`config.mk`:
```
export PLATFORM = sky130hd
export DESIGN_NAME = btn_evt_gen
export DESIGN_NICKNAME = d
export VERILOG_FILES = /design/src/rtl/btn_evt_gen.sv
export SDC_FILE = /design/constraint.sdc
export NUM_CORES = 1
export LEC_CHECK = 0
export BUFFER_PORTS_ARGS = -buffer_cell sky130_fd_sc_hd__buf_2
export CAP_MARGIN = 20
export CORE_UTILIZATION = 30
export DETAILED_ROUTE_END_ITERATION = 7
export PLACE_DENSITY = 0.53
export SKIP_LAST_GASP = 1
export SLEW_MARGIN = 20
export SYNTH_ARGS = -nofsm -noshare
export SYNTH_HDL_FRONTEND = slang
export SYNTH_SLANG_ARGS = --single-unit
```
`constraint.sdc`:
```
create_clock -name clk_in -period 5.4 [get_ports clk_in]
set_clock_uncertainty 0.05 [all_clocks]
set_input_delay 1.35 -clock clk_in [delete_from_list [all_inputs] [get_ports clk_in]]
set_output_delay 1.35 -clock clk_in [all_outputs]
set_load 0.03 [all_outputs]
```
`src/rtl/btn_evt_gen.sv`:
```
// Push-button front end: synchronizes and debounces a raw button level, then
// emits a press pulse, optional auto-repeat pulses while held, and a release pulse.
module btn_evt_gen #(
  parameter int SYNC_STAGES     = 2,
  parameter int DEBOUNCE_CYCLES = 1_000_000,
  parameter bit REPEAT_EN       = 1'b1,
  parameter int REPEAT_DELAY    = 50_000_000,
  parameter int REPEAT_PERIOD   = 10_000_000
) (
  input  logic clk_in,
  input  logic rst_in,
  input  logic btn_in,
  output logic evt_out,
  output logic clean_out,
  output logic release_out
);

  localparam int DB_W    = $clog2(DEBOUNCE_CYCLES + 1);
  localparam int RPT_MAX = (REPEAT_DELAY > REPEAT_PERIOD) ? REPEAT_DELAY : REPEAT_PERIOD;
  localparam int RPT_W   = $clog2(RPT_MAX + 1);

  // Terminal compares are one below the limit so the counters never hold the limit itself.
  localparam logic [DB_W-1:0]  DB_LAST     = DB_W'(DEBOUNCE_CYCLES - 1);
  localparam logic [RPT_W-1:0] DELAY_LAST  = RPT_W'(REPEAT_DELAY - 1);
  localparam logic [RPT_W-1:0] PERIOD_LAST = RPT_W'(REPEAT_PERIOD - 1);

  typedef enum logic [1:0] {
    ST_IDLE,
    ST_HOLD_DELAY,
    ST_REPEATING
  } state_t;

  logic [SYNC_STAGES-1:0] r_sync;
  logic [DB_W-1:0]        r_db_cnt;
  logic                   r_clean;
  state_t                 r_state;
  logic [RPT_W-1:0]       r_rpt_cnt;
  logic                   r_evt;
  logic                   r_rel;

  logic                   w_sync;
  logic                   w_db_diff;
  logic                   w_db_done;
  logic                   w_clean_rise;
  logic                   w_clean_fall;
  state_t                 w_state_next;
  logic [RPT_W-1:0]       w_rpt_next;
  logic                   w_evt_next;
  logic                   w_rel_next;

  always_ff @(posedge clk_in) begin
    if (rst_in) begin
      r_sync <= '0;
    end else begin
      r_sync <= {r_sync[SYNC_STAGES-2:0], btn_in};
    end
  end

  assign w_sync       = r_sync[SYNC_STAGES-1];
  assign w_db_diff    = (w_sync != r_clean);
  assign w_db_done    = w_db_diff && (r_db_cnt == DB_LAST);
  assign w_clean_rise = w_db_done && !r_clean;
  assign w_clean_fall = w_db_done && r_clean;

  always_ff @(posedge clk_in) begin
    if (rst_in) begin
      r_db_cnt <= '0;
      r_clean  <= 1'b0;
    end else if (!w_db_diff) begin
      r_db_cnt <= '0;
    end else if (w_db_done) begin
      r_db_cnt <= '0;
      r_clean  <= ~r_clean;
    end else begin
      r_db_cnt <= r_db_cnt + DB_W'(1);
    end
  end

  // Edge detection uses the debounce terminal condition, so evt/release
  // register on the same edge that clean_out changes.
  always_comb begin
    w_state_next = r_state;
    w_rpt_next   = r_rpt_cnt;
    w_evt_next   = 1'b0;
    w_rel_next   = 1'b0;
    case (r_state)
      ST_IDLE: begin
        if (w_clean_rise) begin
          w_evt_next   = 1'b1;
          w_rpt_next   = '0;
          w_state_next = ST_HOLD_DELAY;
        end
      end
      ST_HOLD_DELAY: begin
        if (w_clean_fall) begin
          w_rel_next   = 1'b1;
          w_rpt_next   = '0;
          w_state_next = ST_IDLE;
        end else if (REPEAT_EN) begin
          if (r_rpt_cnt == DELAY_LAST) begin
            w_evt_next   = 1'b1;
            w_rpt_next   = '0;
            w_state_next = ST_REPEATING;
          end else begin
            w_rpt_next = r_rpt_cnt + RPT_W'(1);
          end
        end
      end
      ST_REPEATING: begin
        if (w_clean_fall) begin
          w_rel_next   = 1'b1;
          w_rpt_next   = '0;
          w_state_next = ST_IDLE;
        end else if (r_rpt_cnt == PERIOD_LAST) begin
          w_evt_next = 1'b1;
          w_rpt_next = '0;
        end else begin
          w_rpt_next = r_rpt_cnt + RPT_W'(1);
        end
      end
      default: begin
        w_rpt_next   = '0;
        w_state_next = ST_IDLE;
      end
    endcase
  end

  always_ff @(posedge clk_in) begin
    if (rst_in) begin
      r_state   <= ST_IDLE;
      r_rpt_cnt <= '0;
      r_evt     <= 1'b0;
      r_rel     <= 1'b0;
    end else begin
      r_state   <= w_state_next;
      r_rpt_cnt <= w_rpt_next;
      r_evt     <= w_evt_next;
      r_rel     <= w_rel_next;
    end
  end

  assign evt_out     = r_evt;
  assign clean_out   = r_clean;
  assign release_out = r_rel;

endmodule
```
---- Yosys cells after proc, flatten, opt, wreduce, memory -nomap -nowiden ----
Index checks and enable logic that the tools add are counted.
word-level totals
  register bits ........................... 53
  input bits .............................. 3
  output and inout port bits .............. 3
  logic and storage cells ................. 49
operators by class
  add/subtract/negate cells ............... 2
  equal/unequal tests ..................... 9
  multiplexer cells ....................... 18
  bitwise gates (word level) .............. 3
  reductions and logical operators ........ 10
operator list
  kind                                                               count
  26-bit two-way mux                                                 5
  26-bit one-hot mux with 3 select lines                             1
  26-bit by 1-bit adder with 26-bit output, second input constant    1
  26-bit by 24-bit == test with 1-bit output, second input constant  1
  26-bit == test, second input constant                              1
  20-bit by 1-bit adder with 20-bit output, second input constant    1
  20-bit == test, second input constant                              1
  2-bit two-way mux                                                  4
  1-bit two-way mux                                                  6
  2-bit one-hot mux with 3 select lines                              1
  2-bit != test, second input constant                               2
  2-bit OR reduction                                                 2
  1-bit logical AND                                                  3
  3-bit != test, second input constant                               1
  1-bit inverter                                                     3
  1-bit one-hot mux with 3 select lines                              1
  3-bit AND reduction                                                1
  3-bit OR reduction                                                 1
  2-bit by 1-bit == test with 1-bit output, second input constant    1
  2-bit == test, second input constant                               1
  2-bit logical NOT                                                  1
  2-bit AND reduction                                                1
  1-bit logical NOT                                                  1
  1-bit != test                                                      1

---- Longest topological paths before layout ----
  word-level depth ........................ 5
  mapped depth ............................ 9

---- Worst setup path after synthesis ----
Ideal clock, no wire load.
  kind .................................... flip-flop to flip-flop
  start point ............................. reg r_clean (netlist: clean_out)
  end point ............................... reg r_rpt_cnt[21]
  data arrival time ....................... 2.501 ns
  data required time ...................... 5.276 ns
  slack ................................... 2.775 ns
  stages on the path, launching flop included .. 10
  buffers on the path ..................... 3
  period minus slack after synthesis ...... 2.625 ns
  path through ............................ dfxtp_1 > buf_2 > xor2_2 > nand4_2 > o41a_1 > buf_6 > a211o_4 > buf_6 > or4_1 > a31oi_1
between the ends
  longest elaborated chain between the ends .. 5
  elaborated cells between the ends (all ways) .. 9
  classes of those cells .................. eq/ne: 2; mux: 3; reduce/logical: 4
ends and longest elaborated chain
  item                                    line     text
  from (decl)                             35       logic r_clean;
  from (signal assigned)                  73       r_clean <= ~r_clean;
  1-bit != test                           60       assign w_db_diff = (w_sync != r_clean);
  1-bit logical AND                       61       assign w_db_done = w_db_diff && (r_db_cnt == DB_LAST);
  1-bit logical AND                       63       assign w_clean_fall = w_db_done && r_clean;
  26-bit two-way mux (on tied branches)   110, 95
  26-bit one-hot mux with 3 select lines  86       case (r_state)
  to (signal assigned)                    136      r_rpt_cnt <= w_rpt_next;
  to (decl)                               37       logic [RPT_W-1:0] r_rpt_cnt;
Several ways; a longest one is shown, not always the timed one.
A chain may end at the register's enable or synchronous reset.

---- Final worst setup path ----
  start point ............................. reg r_db_cnt[7]
  end point ............................... reg r_rpt_cnt[22]
between the ends
  longest elaborated chain between the ends .. 5
  elaborated cells between the ends (all ways) .. 8
  classes of those cells .................. eq/ne: 2; mux: 3; reduce/logical: 3
ends and longest elaborated chain
  item                                    line     text
  from (decl)                             34       logic [DB_W-1:0] r_db_cnt;
  from (signal assigned)                  75       r_db_cnt <= r_db_cnt + DB_W'(1);
  20-bit == test (*)                      61
  1-bit logical AND (*)                   61
  1-bit logical AND                       63
  26-bit two-way mux (on tied branches)   110, 95
  26-bit one-hot mux with 3 select lines  86
Mark *: on every way between the ends. The rest lies on a longest branch, timed or not.

==> flow_summary.ini <==
[pwr]
p_leak_uw = 0.000806
p_clk_share_pct = 41.2
power_switching_uw = 136
p_int_uw = 545
ir_drop_mv = 0.138
switching_share_pct = 19.9
seqPwrFrac_pct = 57.6
share_comb_of_total_power_pct = 1.1
power_density_mw_per_mm2 = 225

[yosys]
synth_async_sr_flop_share_pct = 0
synth-main-ff-cell = dfxtp_1
synth-seq-area-share_pct = 37.6
synth_nets = 357
post_synth_instance_area_mm2 = 0.00283
ys_warn_count = 0
synth-edff-count = 0
ys_ff_latch = 53
yosysUniqueCellTypes = 47
synth.avg_cell_area_um2 = 8.12
syn_inst = 348

[worst_setup_path]
path_cells = nor4b_4 -> nand4_2 -> o41a_1 -> buf_4 -> a211o_4 -> or4_1 -> a31oi_1
worstPathRequired_ps = 5580
startpoint_type = flip-flop
crit_fanout = 28
crit_path_top_delay_cell = or4_1
end_kind = flip-flop
crit_family = simple AND/OR/NAND/NOR gates
ff2ff_setup_slack_ps = 2630
slowest_delay_ps = 520
path_class = flip-flop to flip-flop
reg2reg_from = r_db_cnt[7]
cp.arrival_ps = 2950
r2r_cells = 7
rr_endpoint = r_rpt_cnt[22]
crit_buf_inv = 1

[die]
start_util_pct = 30.7
die_h_um = 99.0
fp.dieW_um = 99.0
pin_count = 6
die_area_mm2 = 0.00981
row_count = 35
coreArea_mm2 = 0.00920

[global_route]
grtUsageTotal_pct = 13.6
grt_antenna_before_repair = 0
grt_pass1_vias = 2183
grt_max_degree = 36
grt_overflow = 0
grt_first_pass_wirelength_mm = 10.8

[clocking]
clock-sinks = 53
cts_tree = done
root_buffer = clkbuf_8
post_cts_resized = 0
cts_made_buffers = 5
cts-hold-fix-buffers = 0
cts_setup_buffers = 0
htree_levels = 2
cts_buffer_depth = 2
clock_latency_ps = 300
clk_pin_slew_ps = 90

[finish]
drive_gt1_share_pct = 6.69
fin_nets = 352
nFillCells = 958
area_growth_syn_to_layout_pct = 7.22
diodes = 0

[timing]
fin_crit_ps = 2770
rsz0062_at_grt = no
clock.fmax_ghz = 0.361
totalNegativeSetupSlack_ps = 0
slew_headroom_pct = 48.5
fin_hold_ws_ps = 414
tightest_slew_ps = 770
drv_slew = 0
hold_viol = 0
period_share_pct = 51.3
finalSetupViolCount = 0

[place]
gp_congestion = 0.755
dp_hpwl_mm = 4.29
port_buffers = 5

[detailed_routing]
routed_via_density = 5.38
drt-pass1-iter-count = 4
drc_errors = 0
postRouteAntennaNets = 0
vias = 2449
drt_wl_total_mm = 6.28
avgRoutedWirePerCell_um = 13.8
drt_iter0_drc = 155

[min_path]
holdCritStartpoint = r_sync[0]
whs_endpoint = r_sync[1]
min_path_cells = 1
hold_path_class = flip-flop to flip-flop

[flow_run]
drv_cap = 0

[status]
status = complete, no violations
-- area by class of cell --
class / instances / area [um2] / share of cell area (%)
Multi-Input combinational cell: 268 / 1640 / 54.2
Tap cell: 111 / 139 / 4.58
Inverter: 8 / 30.0 / 0.991
Clock buffer: 7 / 86.3 / 2.85
Sequential cell: 53 / 1060 / 35.0
Timing Repair Buffer: 7 / 40.0 / 1.32
Clock inverter: 1 / 30.0 / 0.991
-- synth_stat cells (all sizes together), types with 4 or more instances --
| master | n | share of area (%) |
|---|---|---|
| nor3 | 10 | 1.8 |
| xnor2 | 11 | 3.4 |
| or4 | 9 | 2.4 |
| nor2b | 6 | 1.3 |
| and3 | 4 | 0.89 |
| o211ai | 5 | 1.3 |
| nand4 | 14 | 3.3 |
| and4 | 4 | 1.2 |
| nand2 | 37 | 4.9 |
| buf | 4 | 1.4 |
| o21ai | 7 | 1.2 |
| ha | 6 | 2.7 |
| nor4 | 5 | 1.3 |
| clkbuf | 15 | 2.0 |
| a31oi | 23 | 5.1 |
| or3 | 24 | 5.3 |
| xor2 | 5 | 1.8 |
| nor2 | 25 | 3.3 |
| a21oi | 12 | 2.1 |
| nand3 | 37 | 6.6 |
| inv | 8 | 1.1 |
| dfxtp | 53 | 38 |
-- metrics by stage --
stage | power, uW | area, um2 | cells | setup WS, ps | utilization (%)
floorplan | 407 | 2830 | 348 | 2780 | -
global placement | 409 | 2910 | 447 | 2550 | 31.7
detailed placement | 409 | 2910 | 447 | 2510 | 31.7
CTS | 691 | 3030 | 455 | 2610 | 32.9
global route | 705 | 3030 | 455 | 2430 | 32.9
finish | 680 | 3030 | 455 | 2630 | 32.9
-- worst register-to-register path: stages (launching register included) --
cell and delay, ps:
dfxtp_1 430, nor4b_4 360, nand4_2 180, o41a_1 330
buf_4 240, a211o_4 410, or4_1 520, a31oi_1 170
-- worst max-delay path by stage --
stage	startpoint	endpoint	slack [ps]	cells after the start
global route	r_db_cnt[7]	r_rpt_cnt[22]	2430	7
global placement	rst_in	r_db_cnt[8]	2550	3
detailed placement	rst_in	r_db_cnt[6]	2510	3
finish	r_db_cnt[7]	r_rpt_cnt[22]	2630	7
floorplan	clean_out	r_rpt_cnt[21]	2780	9
CTS	r_db_cnt[7]	r_rpt_cnt[22]	2610	7
-- power groups by stage --
stage                     logic [uW]  clock network (uW)  registers, uW
final                           7.76                 281            392
after global routing            8.75                 304            392
after CTS                       7.98                 291            392
after detailed placement        8.00                   0            401
after global placement          7.90                   0            401
after floorplan                 6.15                   0            401
-- layer usage --
layer	track usage [%]	vias up	share of wire (%)
met4	4.13	0	1.2
met1	19.0	1118	51
li1	-	1278	-
met5	0	-	0
met3	2.77	6	4.0
met2	21.0	47	44
-- cells in the final DEF (no fill, tap or decap), drive strengths merged, types with 2 or more instances in the layout --
| master | n |
|---|---|
| o211ai | 5 |
| nor2b | 6 |
| a31oi | 23 |
| nand4 | 14 |
| nand2 | 37 |
| nor2 | 25 |
| and3 | 4 |
| o41ai | 2 |
| a21oi | 12 |
| nor4 | 5 |
| clkbuf | 7 |
| nand3 | 37 |
| nand2b | 2 |
| inv | 8 |
| and4 | 4 |
| dfxtp | 53 |
| ha | 6 |
| xnor2 | 11 |
| buf | 7 |
| or4 | 9 |
| o21ai | 7 |
| or2 | 2 |
| and2 | 2 |
| xor2 | 5 |
| or3 | 24 |
| nor3 | 10 |
-- state kept, by name, indices dropped and copies added, names as in the netlist --
register / count
r_rpt_cnt: 26
r_db_cnt: 20
r_state: 2
r_sync: 2
clean_out: 1
evt_out: 1
release_out: 1
-- cell families after synthesis --
logic type               synth area share, %
adder cells (fa/ha/maj)                 2.66
AND/OR/NAND/NOR                         36.4
XOR/XNOR                                5.23
multiplexers                           0.753
AO/OA/AOI/OAI                           12.9
flip-flops                              37.6
buffers and inverters                   4.43
Note: power is estimated with default switching activity, not from simulation.
